`src/rtl/rv32_load_store_unit.sv`:
```
// rv32_load_store_unit
//   Executes one RV32I load or store at a time against a simple
//   request/ready memory port, then writes load results to the register file.
//
// Parameters
//   MEM_TIMEOUT  maximum REQ cycles without mem_ready before the op faults
//
// Ports
//   clk, reset          clock, synchronous active-high reset
//   start               launch an op (sampled only while idle)
//   is_store, funct3    op kind and RV32I width/sign code
//   base, offset        effective address operands (ea = base + offset)
//   store_data, rd      rs2 value, destination register index
//   busy, done, fault   status; done pulses one cycle, fault qualifies done
//   mem_req, mem_we     memory request valid / write
//   mem_addr            word-aligned address
//   mem_wdata/wmask     lane-replicated store data and byte enables
//   mem_ready/rdata     memory handshake and read data
//   rf_we, rf_a3        register-file write enable / address
//   rf_wdata            sign/zero-extended load result
module rv32_load_store_unit #(
   parameter int unsigned MEM_TIMEOUT = 255
) (
   input  logic        clk,
   input  logic        reset,
   input  logic        start,
   input  logic        is_store,
   input  logic [2:0]  funct3,
   input  logic [31:0] base,
   input  logic [31:0] offset,
   input  logic [31:0] store_data,
   input  logic [4:0]  rd,
   output logic        busy,
   output logic        done,
   output logic        fault,
   output logic        mem_req,
   output logic        mem_we,
   output logic [31:0] mem_addr,
   output logic [31:0] mem_wdata,
   output logic [3:0]  mem_wmask,
   input  logic        mem_ready,
   input  logic [31:0] mem_rdata,
   output logic        rf_we,
   output logic [4:0]  rf_a3,
   output logic [31:0] rf_wdata
);

   localparam int unsigned CW = $clog2(MEM_TIMEOUT + 2);

   typedef enum logic [2:0] {
      IDLE,
      REQ,
      WB,
      SDONE,
      FAULT
   } state_t;

   state_t         state_q, state_d;
   logic           is_store_q;
   logic [2:0]     funct3_q;
   logic [4:0]     rd_q;
   logic [31:0]    sdata_q;
   logic [31:0]    ea_q;
   logic [31:0]    rdata_q;
   logic [CW-1:0]  wait_q;

   logic [31:0]    ea_in;
   logic           op_legal;
   logic           misaligned;
   logic [CW-1:0]  wait_inc;
   logic           timeout_hit;
   logic [31:0]    shifted;
   logic [31:0]    load_val;
   logic [31:0]    st_wdata;
   logic [3:0]     st_mask;

   // Decode of the launching op, evaluated from the live inputs in IDLE
   always_comb begin
      ea_in = base + offset;
      if (is_store)
         op_legal = (funct3 == 3'b000) || (funct3 == 3'b001) || (funct3 == 3'b010);
      else
         op_legal = (funct3 == 3'b000) || (funct3 == 3'b001) || (funct3 == 3'b010) ||
                    (funct3 == 3'b100) || (funct3 == 3'b101);
      misaligned = ((funct3[1:0] == 2'b01) && ea_in[0]) ||
                   ((funct3[1:0] == 2'b10) && (ea_in[1:0] != 2'b00));
   end

   // Timeout fires on the MEM_TIMEOUT-th REQ cycle that lacks mem_ready
   always_comb begin
      wait_inc    = wait_q + 1'b1;
      timeout_hit = (wait_inc >= CW'(MEM_TIMEOUT));
   end

   // Load extraction: shift the addressed lane down, then extend by funct3
   always_comb begin
      shifted = mem_rdata >> {ea_q[1:0], 3'b000};
      case (funct3_q)
         3'b000:  load_val = {{24{shifted[7]}}, shifted[7:0]};
         3'b100:  load_val = {24'd0, shifted[7:0]};
         3'b001:  load_val = {{16{shifted[15]}}, shifted[15:0]};
         3'b101:  load_val = {16'd0, shifted[15:0]};
         default: load_val = mem_rdata;
      endcase
   end

   // Store lanes: data replicated across the word, mask selects the lanes
   always_comb begin
      case (funct3_q[1:0])
         2'b00: begin
            st_mask  = 4'b0001 << ea_q[1:0];
            st_wdata = {4{sdata_q[7:0]}};
         end
         2'b01: begin
            st_mask  = 4'b0011 << ea_q[1:0];
            st_wdata = {2{sdata_q[15:0]}};
         end
         default: begin
            st_mask  = 4'b1111;
            st_wdata = sdata_q;
         end
      endcase
   end

   always_ff @(posedge clk) begin
      if (reset) begin
         state_q    <= IDLE;
         is_store_q <= 1'b0;
         funct3_q   <= '0;
         rd_q       <= '0;
         sdata_q    <= '0;
         ea_q       <= '0;
         rdata_q    <= '0;
         wait_q     <= '0;
      end else begin
         state_q <= state_d;
         if (state_q == IDLE) begin
            wait_q <= '0;
            if (start) begin
               is_store_q <= is_store;
               funct3_q   <= funct3;
               rd_q       <= rd;
               sdata_q    <= store_data;
               ea_q       <= ea_in;
            end
         end else if (state_q == REQ) begin
            if (mem_ready) begin
               if (!is_store_q)
                  rdata_q <= load_val;
            end else begin
               wait_q <= wait_inc;
            end
         end
      end
   end

   always_comb begin
      state_d   = state_q;
      busy      = (state_q != IDLE);
      done      = 1'b0;
      fault     = 1'b0;
      mem_req   = 1'b0;
      mem_we    = 1'b0;
      mem_addr  = '0;
      mem_wdata = '0;
      mem_wmask = '0;
      rf_we     = 1'b0;
      rf_a3     = '0;
      rf_wdata  = '0;
      case (state_q)
         IDLE: begin
            if (start)
               state_d = (!op_legal || misaligned) ? FAULT : REQ;
         end
         REQ: begin
            mem_req  = 1'b1;
            mem_we   = is_store_q;
            mem_addr = {ea_q[31:2], 2'b00};
            if (is_store_q) begin
               mem_wdata = st_wdata;
               mem_wmask = st_mask;
            end
            if (mem_ready)
               state_d = is_store_q ? SDONE : WB;
            else if (timeout_hit)
               state_d = FAULT;
         end
         WB: begin
            done     = 1'b1;
            rf_we    = (rd_q != 5'd0);
            rf_a3    = rd_q;
            rf_wdata = rdata_q;
            state_d  = IDLE;
         end
         SDONE: begin
            done    = 1'b1;
            state_d = IDLE;
         end
         FAULT: begin
            done    = 1'b1;
            fault   = 1'b1;
            state_d = IDLE;
         end
         default: state_d = IDLE;
      endcase
   end

endmodule

```
`config.mk`:
```
export PLATFORM = sky130hd
export DESIGN_NAME = rv32_load_store_unit
export DESIGN_NICKNAME = d
export VERILOG_FILES = /design/src/rtl/rv32_load_store_unit.sv
export SDC_FILE = /design/constraint.sdc
export NUM_CORES = 1
export LEC_CHECK = 0
export ABC_AREA = 0
export BUFFER_PORTS_ARGS = -buffer_cell sky130_fd_sc_hd__buf_2
export CAP_MARGIN = 0
export CORE_UTILIZATION = 51
export DETAILED_ROUTE_END_ITERATION = 6
export PLACE_DENSITY = 0.86
export SYNTH_ARGS = -nofsm -noshare
export SYNTH_HDL_FRONTEND = slang
export SYNTH_SLANG_ARGS = --single-unit
```
`constraint.sdc`:
```
create_clock -name clk -period 2.9 [get_ports clk]
set_input_delay 0.435 -clock clk [delete_from_list [all_inputs] [get_ports clk]]
set_output_delay 0.435 -clock clk [all_outputs]
set_load 0.02 [all_outputs]
```
# After elaboration in Yosys (flattened, before gate mapping)
# Index checks and enable logic that the tools add are counted.
classes:
  muxes: 22
  n_lt_le_gt_ge: 1
  n_bitwise: 3
  reduce_logical: 22
  n_addsub: 2
  shifts: 3
  eq_ne: 16
ops:
  columns: ["operator", "n"]
  rows:
  - ["32-bit two-way mux", 4]
  - ["32-bit one-hot mux with 4 select lines", 1]
  - ["32-bit one-hot mux with 2 select lines", 1]
  - ["32-bit adder", 1]
  - ["32-bit by 5-bit right shift with 16-bit output", 1]
  - ["3-bit equality test, second input constant", 5]
  - ["3-bit two-way mux", 4]
  - ["9-bit by 1-bit adder with 9-bit output, second input constant", 1]
  - ["3-bit by 1-bit equality test with 1-bit output, second input constant", 3]
  - ["3-bit by 2-bit equality test with 1-bit output, second input constant", 3]
  - ["9-bit by 8-bit greater-or-equal comparator with 1-bit output, second input constant", 1]
  - ["3-bit logical NOT", 3]
  - ["4-bit two-way mux", 2]
  - ["4-bit one-hot mux with 2 select lines", 1]
  - ["1-bit two-way mux", 7]
  - ["1-bit logical OR", 6]
  - ["3-bit one-hot mux with 2 select lines", 1]
  - ["2-bit AND reduction", 3]
  - ["5-bit two-way mux", 1]
  - ["5-bit nonzero test", 1]
  - ["2-bit by 1-bit equality test with 1-bit output, second input constant", 2]
  - ["4-bit AND reduction", 1]
  - ["1-bit by 2-bit left shift with 4-bit output, first input constant", 1]
  - ["2-bit by 2-bit left shift with 4-bit output, first input constant", 1]
  - ["11 further kinds", 14]
word_totals:
  ff_bits: 117
  word_cells: 77
  inputBits: 141
  out_inout_bits: 111

# Depth between registers and ports, before layout
# Gate-level depths: netlist of run 1.
depth:
  word_depth: 11
  depth_mapped: 10
  depth_no_buf: 10

# Worst setup path before layout of run 1
# Ideal clock, no wire load.
synth_timing:
  kind: "input to register"
  start: "in offset[0]"
  end: "reg ea_q[18]"
  required_ns: 2.838
  arrival_time_ns: 2.325
  cell_stages: 10
  n_path_buf: 0
  path_slack_ns: 0.513
  cell_sequence: "ha_1 > inv_1 > fa_1 > nand2b_1 > a21o_1 > a21bo_2 > o211ai_4 > a21oi_1 > or4_1 > nand3_1"
synth_between:
  elab_chain_cells: 1
synth_rtl:
  columns: ["item", "line", "rtl"]
  rows:
  - ["from (decl)", "30", "input logic [31:0] offset,"]
  - ["32-bit adder", "79", "ea_in = base + offset;"]
  - ["to (signal assigned)", "144", "ea_q <= ea_in;"]
  - ["to (decl)", "63", "logic [31:0] ea_q;"]
# No other way between the ends.
# A chain may end at the register's enable or synchronous reset.

# Worst setup path after layout of run 1
layout_timing:
  start: "reg state_q[2]"
  end: "out mem_wdata[12]"
layout_between:
  elab_chain_cells: 2
layout_rtl:
  columns: ["item", "line", "rtl"]
  rows:
  - ["from (decl)", "58", "state_t state_q, state_d;"]
  - ["from (signal assigned)", "136", "state_q <= state_d;"]
  - ["3-bit by 1-bit equality test with 1-bit output", "170", "case (state_q)"]
  - ["32-bit two-way mux", "170", null]
  - ["to (decl)", "39", "output logic [31:0] mem_wdata,"]
# No other way between the ends.

==> results.tsv, run 1 <==
metric	value	unit
cts.sinks	117	
synth.distinct_cells	68	
synthCells	1012	
setup_viol	0	
endpoint_kind	primary output	
tritoncts	yes	
grt_pass1_wl	36.5	mm
die_area	0.0151	mm²
root_buffer	clkbuf_16	
clk_latency	0.41	ns
power_density	526	mW/mm²
fin_crit_sh	87.7	%
boundaryPins	252	
dr_total_vias	8163	
grt_pass1_vias	7641	
max_freq	393	MHz
maxCapViolCount	0	
regArea	0.00234	mm²
hpwlAfterDp	17.4	mm
async_reset_ff_share	0	%
drt-total-wl	23.2	mm
crit_fanout	25	
wl_per_cell	16.3	µm
ys.flop_type	dfxtp_1	
multiInputGateArea	0.00481	mm²
p_total	0.00491	W
std_cell_rows	43	
grt_usage	30.9	%
grt_max_degree	56	
port_buffers	249	
critPathLaunchType	register	
n_fill_cell	1213	
drtPass1Iterations	5	
worst_hold_slack	0.262	ns
period_needed	2.54	ns
ys_seq_area_share	31.4	%
core_area	0.0141	mm²
overflow	0	
antenna_found_initial	1	
ys_seq_elements	117	
cts_made_buffers	17	
drc	0	
ys_warn_count	0	
criticalPathCategory	register to primary output	
cts.clk_slew.worst_paths	0.05	ns
gp_congestion	1.00	
dp.cells	1390	
hold_violations	0	
finish.utilization	66.3	%
final_cells	1422	
synth_area	0.00746	mm²
hold_buffers	0	
drv_slew	0	
antenna_left	0	
relSlewSlack	55.7	%
start_util	52.9	%
status	completed	
nets	1404	
synth.avg_cell_area	7.37	µm²
layout-drive-gt1-share	25.2	%
rsz0062_at_grt	false	
tightest_slew	0.663	ns
die_h	123	µm
setup_tns	0	ns
h-tree-depth	4	
cts_max_path_buffers	2	
hp-class	input port to register	
post_cts_resized	0	
layout_commonest_cell	buf_2	
area_growth	25.2	%
critical_path_arrival	2.11	ns
synth_edf_count	0	
via_per_inst	5.74	
ir_drop	0.406	mV
drt_iter0_drc	724	
fin_skew	0.0101	ns
p_leak	4.23	nW
final_cell_mix	buf_2, nand2_1, a21oi_1	
required	2.47	ns
die_w	123	µm
cts_setup_buffers	0	
## where the power goes
part           leakage [nW]  total [W]  internal [W]  switching [W]
Combinational          3.01    0.00113      0.000435       0.000696
Clock                 0.264    0.00193       0.00121       0.000724
Sequential            0.956    0.00185       0.00174       0.000108
## stage by stage
step	setup WS, ns	cell area, µm²
after detailed placement	0.252	8800
final	0.356	9340
after floorplan	0.513	7460
after global routing	0.222	9340
after CTS	0.352	9340
after global placement	0.311	8800
## per-layer routing
metal	share of wire [%]	track usage [%]	vias up
met5	0.056	0	-
met4	3.6	15.2	2
met3	7.7	5.44	62
met2	48	52.2	417
met1	41	37.8	3708
li1	-	-	3974
## path summary, 6_finish.rpt
| kind | from | end | slack, ns | depth (start not counted) |
|---|---|---|---|---|
| setup / recovery | state_q[2] | mem_wdata[12] | 0.36 | 7 |
| hold / removal | store_data[16] | sdata_q[16] | 0.26 | 3 |
| setup reg to reg | funct3_q[0] | rdata_q[25] | 0.64 | 5 |
| hold reg to reg | ea_q[29] | ea_q[29] | 0.44 | 2 |
## cell usage after synthesis, drive strengths merged (3+ instances only)
library cell    n  area, µm²
nand2         183        687
a21oi         146        731
dfxtp         117       2340
nor2           91        342
and2           70        438
clkbuf         49        184
o21ai          43        219
ha             33        413
nor3           28        140
mux2i          27        270
xor2           18        158
buf            16       82.6
inv            16       60.1
xnor2          16        140
a211oi         13        108
and3           13       81.3
nand3          10       50.1
o221ai         10       87.6
a21o            9       67.6
nand2b          8       50.1
o211ai          8       78.8
nand4           7       50.1
nand3b          6       45.0
nor3b           5       47.5
o21a            5       38.8
o21bai          5       37.5
a222oi          4       40.0
nor2b           4       25.0
o31ai           4       30.0
a211o           3       26.3
a311oi          3       26.3
a31oi           3       18.8
a32oi           3       26.3
and4            3       26.3
nor4            3       18.8
or4             3       22.5
## logic make-up after synthesis
| family | share of synthesized area [%] |
|---|---|
| xor gates and xnor gates | 3.99 |
| buffers and inverters | 4.38 |
| muxes | 3.62 |
| AOI/OAI and AO/OA | 23.0 |
| DFF | 31.4 |
| adders and majority gates | 5.80 |
| other | 0.0503 |
| and+or+nand+nor | 27.7 |
## registers in the layout (all words and copies together), names as in the netlist
signal	flops
state_q	3
rd_q	5
rdata_q	32
wait_q	9
ea_q	32
sdata_q	32
is_store_q	1
funct3_q	3
## final cells by class
cell class                      instances  share of cell area, %
Antenna cell                            1                 0.0268
Clock buffer                           21                   4.93
Clock inverter                         10                  0.884
Inverter                               16                  0.643
Multi-Input combinational cell        815                   51.5
Sequential cell                       117                   25.1
Tap cell                              180                   2.41
Timing Repair Buffer                  262                   14.5
## critical path, stage by stage, from the launching register on
cell and delay, ns:
dfxtp_1 0.33, inv_1 0.09, nand3_1 0.27, inv_1 0.16, nand2_1 0.15, buf_4 0.29
a21oi_1 0.21, buf_2 0.20
No activity file was read; power rests on OpenSTA's default activity.
==> run 2, diff against run 1 <==
--- a/config.mk
+++ b/config.mk
@@ -8,9 +8,12 @@
 export ABC_AREA = 0
 export BUFFER_PORTS_ARGS = -buffer_cell sky130_fd_sc_hd__buf_2
 export CAP_MARGIN = 0
-export CORE_UTILIZATION = 51
+export CELL_PAD_IN_SITES_DETAIL_PLACEMENT = 1
+export CELL_PAD_IN_SITES_GLOBAL_PLACEMENT = 1
+export CORE_UTILIZATION = 36
 export DETAILED_ROUTE_END_ITERATION = 6
 export PLACE_DENSITY = 0.86
+export SLEW_MARGIN = 20
 export SYNTH_ARGS = -nofsm -noshare
 export SYNTH_HDL_FRONTEND = slang
 export SYNTH_SLANG_ARGS = --single-unit
==> run 2 against run 1 <==
Effect of this change:
- hold slack worse by 0.011 ns
- combinational power hardly changed
- non-clock buffer count is 1 lower
- power is 5.3% higher
- global-route usage is 6.3 points lower
- critical path depth is 3 lower
- critical path type unchanged
==> results.tsv, run 2 (synthesis gave the netlist of run 1 again) <==
metric	value	unit
status	completed	
cts.clk_slew.worst_paths	0.06	ns
die_w	146	µm
drv_slew	0	
rsz0062_at_grt	false	
hold_buffers	0	
boundaryPins	252	
hpwlAfterDp	19.8	mm
pre_cts_slack	0.178	ns
hold_violations	0	
period_needed	2.64	ns
worst_hold_slack	0.251	ns
layout-drive-gt1-share	25.3	%
via_per_inst	5.35	
post_cts_resized	0	
antenna_left	0	
fin_crit_sh	91.0	%
grt_pass1_vias	8132	
nets	1403	
h-tree-depth	4	
cp-startpoint	funct3_q[0]	
overflow	0	
final_cell_mix	buf_2, nand2_1, a21oi_1	
gp_congestion	0.925	
dr_total_vias	8115	
max_freq	379	MHz
required	2.47	ns
grt_pass1_wl	41.9	mm
wl_per_cell	17.1	µm
n_fill_cell	2652	
port_buffers	249	
drt_iter0_drc	335	
maxCapViolCount	0	
drtPass1Iterations	6	
layout_commonest_cell	buf_2	
die_area	0.0213	mm²
antenna_found_initial	4	
start_util	36.7	%
critical_path_arrival	2.20	ns
relSlewSlack	53.2	%
cts.sinks	117	
power_density	543	mW/mm²
tritoncts	yes	
timing.rr.start	funct3_q[0]	
criticalPathCategory	register to primary output	
area_growth	27.6	%
regArea	0.00234	mm²
worstHoldStart	store_data[3]	
setup_viol	0	
grt_usage	24.6	%
die_h	146	µm
cts_max_path_buffers	2	
core_area	0.0203	mm²
cts_made_buffers	17	
fin_skew	0.00496	ns
crit_fanout	14	
multiInputGateArea	0.00481	mm²
tightest_slew	0.700	ns
reg.largest.list	ea_q x32, rdata_q x32, sdata_q x32	
critPathLaunchType	register	
clk_latency	0.41	ns
ir_drop	0.307	mV
drc	0	
endpoint_kind	primary output	
setup_tns	0	ns
p_total	0.00517	W
std_cell_rows	52	
drt-total-wl	26.0	mm
root_buffer	clkbuf_16	
fin_ws	0.261	ns
p_leak	4.26	nW
grt_max_degree	60	
cts_setup_buffers	0	
hp-class	input port to register	
[run 2: cell types whose count changed in the layout (fill, tap and decap cells not counted)]
cell        before  now
diode_2          1    6
bufinv_16        1    4
clkbuf_8         2    0
clkinv_4         0    2
clkinvlp_4       3    1
buf_12           1    0
clkbuf_1         2    1
inv_6            0    1
[run 2: through the flow]
stage / area [µm²] / utilization, % / cells
after floorplan: 7460 / - / 1013
after global placement: 8890 / 43.8 / 1479
after detailed placement: 8890 / 43.8 / 1479
after CTS: 9500 / 46.8 / 1511
after global routing: 9510 / 46.9 / 1514
final: 9520 / 46.9 / 1517
[run 2: layer usage]
layer	vias to the layer above	GRT usage (%)	wire, µm
met5	-	0	0
met4	0	10.4	653
met3	45	4.42	1390
met2	277	42.9	13000
met1	3836	29.6	11000
li1	3957	-	-
[run 2: cell type report]
class | instances | share of cell area [%]
Antenna cell | 6 | 0.158
Clock buffer | 18 | 4.51
Clock inverter | 14 | 1.93
Inverter | 16 | 0.631
Multi-Input combinational cell | 815 | 50.5
Sequential cell | 117 | 24.6
Tap cell | 270 | 3.55
Timing Repair Buffer | 261 | 14.1
[run 2: worst paths after layout]
check | to | cells past startpoint | slack [ns]
max | mem_wmask[3] | 4 | 0.26
min | sdata_q[3] | 3 | 0.25
max reg2reg | rdata_q[17] | 5 | 0.56
min reg2reg | ea_q[28] | 2 | 0.44
[run 2: where the power goes]
part / switching, W / total (W) / internal [W]
clock: 0.000756 / 0.00219 / 0.00143
combinational: 0.000701 / 0.00113 / 0.000432
sequential: 0.000110 / 0.00185 / 0.00174
total: 0.00157 / 0.00517 / 0.00360
[run 2: worst max-delay path, stage by stage (launching register included)]
cell,delay [ns]
dfxtp_1,0.77
nor2b_1,0.46
o21ai_0,0.14
a21oi_1,0.22
buf_2,0.20
